**config.mk**
```make
export PLATFORM = sky130hd
export DESIGN_NAME = jtag_tap_target
export DESIGN_NICKNAME = d
export VERILOG_FILES = /design/src/rtl/jtag_tap_target.sv
export SDC_FILE = /design/constraint.sdc
export NUM_CORES = 1
export LEC_CHECK = 0
export CAP_MARGIN = 10
export CORE_MARGIN = 5
export CORE_UTILIZATION = 49
export CTS_CLUSTER_DIAMETER = 60
export DETAILED_ROUTE_END_ITERATION = 10
export PLACE_DENSITY = 0.82
export SLEW_MARGIN = 5
export SYNTH_ARGS = -nofsm -noshare
export SYNTH_HDL_FRONTEND = slang
export SYNTH_SLANG_ARGS = --single-unit
```
**constraint.sdc**
```tcl
create_clock -name clk -period 2.2 [get_ports clk]
set_input_delay 0.55 -clock clk [delete_from_list [all_inputs] [get_ports clk]]
set_output_delay 0.55 -clock clk [all_outputs]
set_load 0.05 [all_outputs]
```
**src/rtl/jtag_tap_target.sv**
```systemverilog
// IEEE 1149.1 TAP target: 16-state controller, instruction register and
// bypass / user / boundary-scan data registers behind a single TDO.
module jtag_tap_target #(
  parameter int IR_WIDTH  = 5,
  parameter int DR_WIDTH  = 8,
  parameter int BSR_WIDTH = 32
) (
  input  logic                 clk,
  input  logic                 reset,
  input  logic                 tms,
  input  logic                 tdi,
  output logic                 tdo,
  output logic                 tdo_en,
  output logic [3:0]           tap_state,
  output logic [IR_WIDTH-1:0]  ir_value,
  input  logic [DR_WIDTH-1:0]  user_capture_data,
  output logic [DR_WIDTH-1:0]  user_update_data,
  output logic                 user_update_pulse,
  input  logic [BSR_WIDTH-1:0] bsr_capture_data,
  output logic [BSR_WIDTH-1:0] bsr_update_data,
  output logic                 bsr_update_pulse
);

  localparam logic [3:0] TLR    = 4'd0,  IDLE   = 4'd1,  SEL_DR = 4'd2,  SEL_IR = 4'd3;
  localparam logic [3:0] CAP_IR = 4'd4,  SH_IR  = 4'd5,  EX1_IR = 4'd6,  PAU_IR = 4'd7;
  localparam logic [3:0] EX2_IR = 4'd8,  UPD_IR = 4'd9,  CAP_DR = 4'd10, SH_DR  = 4'd11;
  localparam logic [3:0] EX1_DR = 4'd12, PAU_DR = 4'd13, EX2_DR = 4'd14, UPD_DR = 4'd15;

  localparam logic [4:0] OP_USER = 5'b00001;
  localparam logic [4:0] OP_BSR  = 5'b00110;
  localparam logic [IR_WIDTH-1:0] IR_CAPTURE = IR_WIDTH'(2'b01);

  logic [3:0]           state_q, state_d;
  logic [IR_WIDTH-1:0]  ir_shift_q, ir_shift_d, ir_value_q, ir_value_d;
  logic [DR_WIDTH-1:0]  user_sh_q, user_sh_d, user_upd_q, user_upd_d;
  logic [BSR_WIDTH-1:0] bsr_sh_q, bsr_sh_d, bsr_upd_q, bsr_upd_d;
  logic                 byp_q, byp_d;
  logic                 user_pulse_q, user_pulse_d, bsr_pulse_q, bsr_pulse_d;
  logic                 sel_user, sel_bsr;

  // Opcodes compare on their low IR_WIDTH bits so narrow IRs alias cleanly.
  assign sel_user = (ir_value_q == OP_USER[IR_WIDTH-1:0]);
  assign sel_bsr  = (ir_value_q == OP_BSR[IR_WIDTH-1:0]);

  always_comb begin
    state_d = state_q;
    case (state_q)
      TLR:    state_d = tms ? TLR    : IDLE;
      IDLE:   state_d = tms ? SEL_DR : IDLE;
      SEL_DR: state_d = tms ? SEL_IR : CAP_DR;
      SEL_IR: state_d = tms ? TLR    : CAP_IR;
      CAP_IR: state_d = tms ? EX1_IR : SH_IR;
      SH_IR:  state_d = tms ? EX1_IR : SH_IR;
      EX1_IR: state_d = tms ? UPD_IR : PAU_IR;
      PAU_IR: state_d = tms ? EX2_IR : PAU_IR;
      EX2_IR: state_d = tms ? UPD_IR : SH_IR;
      UPD_IR: state_d = tms ? SEL_DR : IDLE;
      CAP_DR: state_d = tms ? EX1_DR : SH_DR;
      SH_DR:  state_d = tms ? EX1_DR : SH_DR;
      EX1_DR: state_d = tms ? UPD_DR : PAU_DR;
      PAU_DR: state_d = tms ? EX2_DR : PAU_DR;
      EX2_DR: state_d = tms ? UPD_DR : SH_DR;
      UPD_DR: state_d = tms ? SEL_DR : IDLE;
      default: state_d = TLR;
    endcase
  end

  always_comb begin
    ir_shift_d   = ir_shift_q;
    ir_value_d   = ir_value_q;
    user_sh_d    = user_sh_q;
    bsr_sh_d     = bsr_sh_q;
    byp_d        = byp_q;
    user_upd_d   = user_upd_q;
    bsr_upd_d    = bsr_upd_q;
    user_pulse_d = 1'b0;
    bsr_pulse_d  = 1'b0;
    case (state_q)
      CAP_IR: ir_shift_d = IR_CAPTURE;
      SH_IR:  ir_shift_d = {tdi, ir_shift_q[IR_WIDTH-1:1]};
      UPD_IR: ir_value_d = ir_shift_q;
      CAP_DR: begin
        if (sel_user)     user_sh_d = user_capture_data;
        else if (sel_bsr) bsr_sh_d  = bsr_capture_data;
        else              byp_d     = 1'b0;
      end
      SH_DR: begin
        if (sel_user)     user_sh_d = {tdi, user_sh_q[DR_WIDTH-1:1]};
        else if (sel_bsr) bsr_sh_d  = {tdi, bsr_sh_q[BSR_WIDTH-1:1]};
        else              byp_d     = tdi;
      end
      UPD_DR: begin
        if (sel_user) begin
          user_upd_d   = user_sh_q;
          user_pulse_d = 1'b1;
        end else if (sel_bsr) begin
          bsr_upd_d   = bsr_sh_q;
          bsr_pulse_d = 1'b1;
        end
      end
      default: ;
    endcase
    // Test-Logic-Reset always forces the bypass instruction.
    if (state_d == TLR) ir_value_d = '0;
  end

  always_ff @(posedge clk) begin
    if (reset) begin
      state_q      <= TLR;
      ir_shift_q   <= '0;
      ir_value_q   <= '0;
      user_sh_q    <= '0;
      bsr_sh_q     <= '0;
      byp_q        <= 1'b0;
      user_upd_q   <= '0;
      bsr_upd_q    <= '0;
      user_pulse_q <= 1'b0;
      bsr_pulse_q  <= 1'b0;
    end else begin
      state_q      <= state_d;
      ir_shift_q   <= ir_shift_d;
      ir_value_q   <= ir_value_d;
      user_sh_q    <= user_sh_d;
      bsr_sh_q     <= bsr_sh_d;
      byp_q        <= byp_d;
      user_upd_q   <= user_upd_d;
      bsr_upd_q    <= bsr_upd_d;
      user_pulse_q <= user_pulse_d;
      bsr_pulse_q  <= bsr_pulse_d;
    end
  end

  always_comb begin
    tdo = 1'b0;
    if (state_q == SH_IR)      tdo = ir_shift_q[0];
    else if (state_q == SH_DR) tdo = sel_user ? user_sh_q[0] : (sel_bsr ? bsr_sh_q[0] : byp_q);
  end

  assign tdo_en            = (state_q == SH_IR) || (state_q == SH_DR);
  assign tap_state         = state_q;
  assign ir_value          = ir_value_q;
  assign user_update_data  = user_upd_q;
  assign user_update_pulse = user_pulse_q;
  assign bsr_update_data   = bsr_upd_q;
  assign bsr_update_pulse  = bsr_pulse_q;

endmodule

```
==> metrics.md, run 1 <==
| Metric | Value |
|---|---|
| Ys async rst share | `0%` |
| Hold Vio Cnt, Final | `0` |
| DRT antenna net count | `0` |
| Peak Freq | `0.414 GHz` |
| Post-route insts no fill | `a little over 600` |
| DPL Wire Length | `around 6500 um` |
| CP max FO | `4` |
| PD cells | `approximately 570 nW/um2` |
| Critical path class | `reg -> out` |
| CTS tree | `done` |
| RSZ-0062 raised after global routing | `true` |
| Die height | `101 um` |
| CTS root buffer | `clkbuf_8` |
| Max transition margin | `between 60 and 70%` |
| Rows | `33` |
| Initial antenna violation count | `0` |
| Layout cells sized above 1 | `around an eighth` |
| Ys Warns | `0` |
| Drt initial violations | `99` |
| Initial Util | `between 50% and 60%` |
| Total Power | `around 3.1 mW` |
| Slack of the worst reg-to-reg path | `around 0.12 ns` |
| CP required | `1.65 ns` |
| Hold crit path type | `reg -> reg` |
| Max-cap viol count | `0` |
| Final setup violation count | `1` |
| Cell count after synthesis | `around 420` |
| Main synth FF type | `dfxtp_1` |
| Post-synth EDFFs | `0` |
| Fin crit share | `110%` |
| Die Wd | `101 um` |
| Post-layout util | `around two thirds` |
| TNS Setup | `-0.217 ns` |
| Clock sink count | `97` |
| Port buffer count | `96` |
| Total grt overflow | `0` |
| Ant. Diodes | `0` |
| Worst Hold Path EP | `byp_q` |
| Vias in the first global route | `around 3.3k` |
| Crit. End Element | `output port` |
| # DRC | `0` |
| Max clock buf depth | `2` |
| 1st-pass router iterations | `4` |
| Routed vias/inst | `5.37` |
| Failing checks | `setup timing` |
| Area post-placement | `roughly 5200 um2` |
| Syn Area/Cell | `9.76 um2` |
| R2r worst-path depth | `6` |
| Leak | `2.37 nW` |
| Pin count of the biggest net entering global routing | `83` |
| Tmin final | `approximately 2.4 ns` |
| Core area | `8130 um2` |
| Pre-CTS setup slack | `0.0169 ns` |
| WL/cell | `between 15 and 20 um` |
| Worst hold stages | `2` |
| Post-synthesis cell type count | `37` |
| Post-synthesis sequential area ratio | `47.7%` |
| Final setup margin | `-0.217 ns` |
| H-tree depth | `3` |
| # IOs | `slightly below 100` |
| Commonest non-fill, non-tap cell in the layout | `nor2_1` |
| Hold_sp | `byp_q` |
| Beginning of the worst register-to-register path | `ir_value[3]` |
| Measured slew at the worst slew-check pin | `around 0.54 ns` |
| Final std cell area, no fill | `approximately 5500 um2` |
| Fin Clk Skew | `~0.013 ns` |
| Synthesized flop and latch total | `97` |
| Worst hold slack | `around 0.49 ns` |
| RR Endpoint | `bsr_update_data[22]` |
| GPL Wtd Cong | `approximately 0.90` |
| CP Launch Type | `flip-flop` |
| Clock Latency Late Sink | `~0.35 ns` |
| Post-Place Cells | `~600` |
| Synthesized area | `4070 um2` |
| Hold_buf cts | `0` |
| Global router's overall resource usage | `a little under a fifth` |
| Inserted Clock Buffers | `9` |
| Outcome | `finished with violations` |
| Final slew viol count | `0` |
| Die area | `10,200 um2` |
| Area growth from synthesis to layout | `34.0%` |
| Nets | `~560` |
| Crit path arrival time | `between 1.5 and 2 ns` |
| Worst-path clk slew | `approximately 0.090 ns` |
| Post-Syn Nets | `~460` |
| First-pass GRT wire length | `between 15,000 and 20,000 um` |
| Vias | `between 3k and 4k` |
| Peak VDD IR | `360 uV` |
| Most frequent cells in the layout | `nor2_1 (90), dfxtp_1 (89), mux2i_1 (87), clkdlybuf4s50_1 (87), a211oi_1 (38)` |
| WL final | `9580 um` |
## kinds of logic after synthesis
kind of cell,share of synthesized area [%]
compound gates,11.5
flops,47.7
xor+xnor,0.215
mux,21.4
buf+inv,4.64
simple gates,14.5
## flip-flops by register name, summed over array words and instances (netlist names)
| register | count |
|---|---|
| user_sh_q | 8 |
| ir_value | 5 |
| user_update_pulse | 1 |
| bsr_sh_q | 32 |
| bsr_update_data | 32 |
| bsr_update_pulse | 1 |
| byp_q | 1 |
| ir_shift_q | 5 |
| tap_state | 4 |
| user_update_data | 8 |
## power by group
part | switching, mW | total, mW | internal [mW]
clock network | 0.610 | 1.03 | 0.419
logic | 0.137 | 0.274 | 0.137
registers | 0.0212 | 1.78 | 1.76
total | 0.768 | 3.09 | 2.32
## per-layer routing
| metal | GRT usage [%] | up-vias | share of wire [%] |
|---|---|---|---|
| li1 | - | 1662 | - |
| met1 | 23.7 | 1584 | 44 |
| met2 | 32.6 | 86 | 49 |
| met3 | 2.77 | 10 | 4.7 |
| met4 | 6.24 | 0 | 1.5 |
| met5 | 0 | - | 0 |
## timing repair
item / in CTS / in global routing
resized for setup: 9 / 1
setup buffers: 3 / 2
pin swaps: 2 / 1
endpoints found under the setup margin: 3 / 2
## area by class of cell
class                   count  area, um2
inverters                   6       22.5
clock buffers              11        131
clock inverters             5       40.0
multi-input cells         281       2000
flip-flops and latches     97       1950
fillers                   633       2680
well taps                 105        131
repair buffers            117       1170
## synthesized netlist by cell type, types with 2 or more instances
| cell type | n | area share [%] |
|---|---|---|
| nor3_1 | 3 | 0.37 |
| nand3b_1 | 2 | 0.37 |
| nor2b_1 | 2 | 0.31 |
| nand2b_1 | 2 | 0.31 |
| a211oi_2 | 2 | 0.61 |
| a211oi_1 | 39 | 7.2 |
| nand4_1 | 2 | 0.31 |
| inv_1 | 6 | 0.55 |
| buf_2 | 10 | 1.2 |
| a21oi_1 | 10 | 1.2 |
| nor2_1 | 92 | 8.5 |
| nand3_1 | 6 | 0.74 |
| mux2i_1 | 87 | 21 |
| buf_6 | 4 | 1.1 |
| o31ai_1 | 3 | 0.55 |
| nor3_4 | 2 | 0.80 |
| o21ai_0 | 4 | 0.49 |
| dfxtp_1 | 97 | 48 |
| nand2_1 | 8 | 0.74 |
| clkbuf_1 | 19 | 1.8 |
## critical path, cell delays in order, from the launching register on
cell and delay, ns:
dfxtp_2 0.35, or2_1 0.25, or3_4 0.40, a211oi_2 0.27, o31ai_4 0.10, buf_12 0.16
## worst max path at each step
stage                     slack, ns  cells after the start  end   startpoint
after floorplan                -0.1                      4  tdo  ir_value[1]
after global placement         0.04                      5  tdo  ir_value[3]
after detailed placement       0.02                      5  tdo  ir_value[3]
after CTS                     -0.20                      5  tdo  ir_value[3]
after global routing          -0.29                      5  tdo  ir_value[3]
final                         -0.22                      5  tdo  ir_value[3]
Power figures use the tool's default switching activity.
==> inputs of run 2 (changes only) <==
--- a/config.mk
+++ b/config.mk
@@ -6,7 +6,7 @@
 export NUM_CORES = 1
 export LEC_CHECK = 0
 export CAP_MARGIN = 10
-export CORE_MARGIN = 5
+export CORE_MARGIN = 2
 export CORE_UTILIZATION = 49
 export CTS_CLUSTER_DIAMETER = 60
 export DETAILED_ROUTE_END_ITERATION = 10
==> metrics.md, run 2 (synthesis gave the netlist of run 1 again) <==
| Metric | Value |
|---|---|
| Outcome | `finished with violations` |
| Failing checks | `setup timing` |
| Routed vias/inst | `5.32 (-1.1%)` |
| Crit path arrival time | `1.88 ns (about the same)` |
| Initial Util | `50.0% (unchanged)` |
| # DRC | `0 (unchanged)` |
| WP buf/inv | `1 (unchanged)` |
| RSZ-0062 raised after global routing | `true` |
| Max stage delay on crit path | `0.41 ns (about the same)` |
| Total Power | `3.14 mW (+1.7%)` |
| DRT antenna net count | `0 (unchanged)` |
| # IOs | `97 (unchanged)` |
| Worst-path clk slew | `0.10 ns (about the same)` |
| CP max FO | `4 (unchanged)` |
| Inserted Clock Buffers | `9 (unchanged)` |
| Max transition margin | `63.7% (-0.29 points)` |
| CP max-delay cell | `or3_4` |
| Most frequent cells in the layout | `nor2_1 (90), dfxtp_1 (89), mux2i_1 (87), clkdlybuf4s50_1 (87), a211oi_1 (38)` |
| Nets | `556 (unchanged)` |
| Final setup margin | `-0.233 ns (-0.0163 ns)` |
| First-pass GRT wire length | `15,000 um (-4.1%)` |
| Port buffer count | `96 (unchanged)` |
| Peak Freq | `0.411 GHz (-0.67%)` |
| Die area | `9050 um2 (-12%)` |
| Core area | `8130 um2 (unchanged)` |
| Tmin final | `2.43 ns (+0.0163 ns)` |
| Critical path class | `reg -> out` |
| Layout cells sized above 1 | `13.2% (+0.19 points)` |
| Worst hold slack | `0.482 ns (-0.00493 ns)` |
| Fin Clk Skew | `0.0125 ns (-0.000166 ns)` |
| Die Wd | `95.1 um (-5.9%)` |
| Filler cells | `641 (+1.3%)` |
| Max clock buf depth | `2 (unchanged)` |
| Clock Latency Late Sink | `0.35 ns (about the same)` |
| GPL Wtd Cong | `0.832 (-7.2%)` |
| WL final | `9310 um (-2.8%)` |
| Max-cap viol count | `0 (unchanged)` |
| CP Cell Sequence | `or2_1, or3_4, a211oi_4, o31ai_4, buf_12` |
| Peak VDD IR | `396 uV (+9.9%)` |
| Drt initial violations | `124 (+25%)` |
| DPL Wire Length | `6280 um (-2.7%)` |
| Final slew viol count | `0 (unchanged)` |
| Crit. End Element | `output port` |
| CP required | `1.65 ns (about the same)` |
| CTS root buffer | `clkbuf_8` |
| Hold_buf cts | `0 (unchanged)` |
| Ant. Diodes | `0 (unchanged)` |
| Global router's overall resource usage | `21.0% (+2.3 points)` |
| Post-route insts no fill | `622 (unchanged)` |
| Hold crit path type | `reg -> reg` |
| Measured slew at the worst slew-check pin | `0.543 ns (+0.00432 ns)` |
| PD cells | `573 nW/um2 (+1.2%)` |
| Vias in the first global route | `3,068 (-6.9%)` |
| H-tree depth | `3 (unchanged)` |
| Total grt overflow | `0 (unchanged)` |
| Vias | `3,306 (-1.1%)` |
| Final setup violation count | `1 (unchanged)` |
| Hold Vio Cnt, Final | `0 (unchanged)` |
| Fin crit share | `111% (+0.74 points)` |
| WL/cell | `15.0 um (-2.8%)` |
| 1st-pass router iterations | `5 (+1)` |
| Post-Place Cells | `602 (+0.17%)` |
| CTS tree | `done` |
| CP delay by family, top | `simple AND/OR/NAND/NOR gates` |
| Commonest non-fill, non-tap cell in the layout | `nor2_1` |
| Pre-CTS setup slack | `-0.0524 ns (-0.0693 ns)` |
| CP Launch Type | `flip-flop` |
| Initial antenna violation count | `0 (unchanged)` |
| Leak | `2.39 nW (+1.0%)` |
| Clock sink count | `97 (unchanged)` |
| Pin count of the biggest net entering global routing | `65 (-22%)` |
| Die height | `95.1 um (-5.9%)` |
| Rows | `33 (unchanged)` |
| Area growth from synthesis to layout | `34.7%` |
-- run 2: layer usage --
| metal | vias up | GRT usage [%] | routed length [um] |
|---|---|---|---|
| li1 | 1662 | - | - |
| met1 | 1553 | 27.9 | 4180 |
| met2 | 76 | 34.3 | 4560 |
| met3 | 15 | 4.27 | 419 |
| met4 | 0 | 6.88 | 152 |
| met5 | - | 0 | 0 |
-- run 2: cell type report --
type                    instances  area (um2)  share of cell area (%)
multi-input cells             281        2020                    36.8
flip-flops and latches         97        1950                    35.6
repair buffers                117        1170                    21.4
well taps                     105         131                    2.40
clock buffers                   9         124                    2.26
clock inverters                 7        58.8                    1.07
inverters                       6        22.5                   0.411
-- run 2: repair_timing --
item | CTS | global route
endpoints found under the hold margin | 0 | 0
setup endpoints to repair | 4 | 2
buffers inserted | 2 | 2
pin swaps | 2 | 0
resized for setup | 12 | 2
-- run 2: stage by stage --
| step | instance area [um2] | setup TNS [ns] | utilization, % |
|---|---|---|---|
| after floorplan | 4110 | -0.0956 | - |
| after global placement | 5220 | 0 | 64.1 |
| after detailed placement | 5220 | -0.0524 | 64.1 |
| after CTS | 5460 | -0.213 | 67.1 |
| after global routing | 5480 | -0.298 | 67.4 |
| final | 5480 | -0.233 | 67.4 |
-- run 2: worst register-to-register path, cell delays in order, from the launching register on --
cell and delay [ns]:
dfxtp_2 0.35, or2_1 0.26, buf_6 0.15, or4_2 0.69, buf_12 0.23, mux2i_1 0.21, nor2_1 0.05
-- run 2: final timing paths --
path	start	end	slack (ns)	cells past startpoint
min	ir_shift_q[2]	ir_shift_q[2]	0.48	2
min reg2reg	ir_shift_q[2]	ir_shift_q[2]	0.48	2
max reg2reg	ir_value[3]	bsr_update_data[24]	0.15	6
max	ir_value[3]	tdo	-0.23	5
-- run 2: power breakdown --
part           internal (mW)  switching (mW)
clock network          0.432           0.651
logic                  0.137           0.138
registers               1.76          0.0192
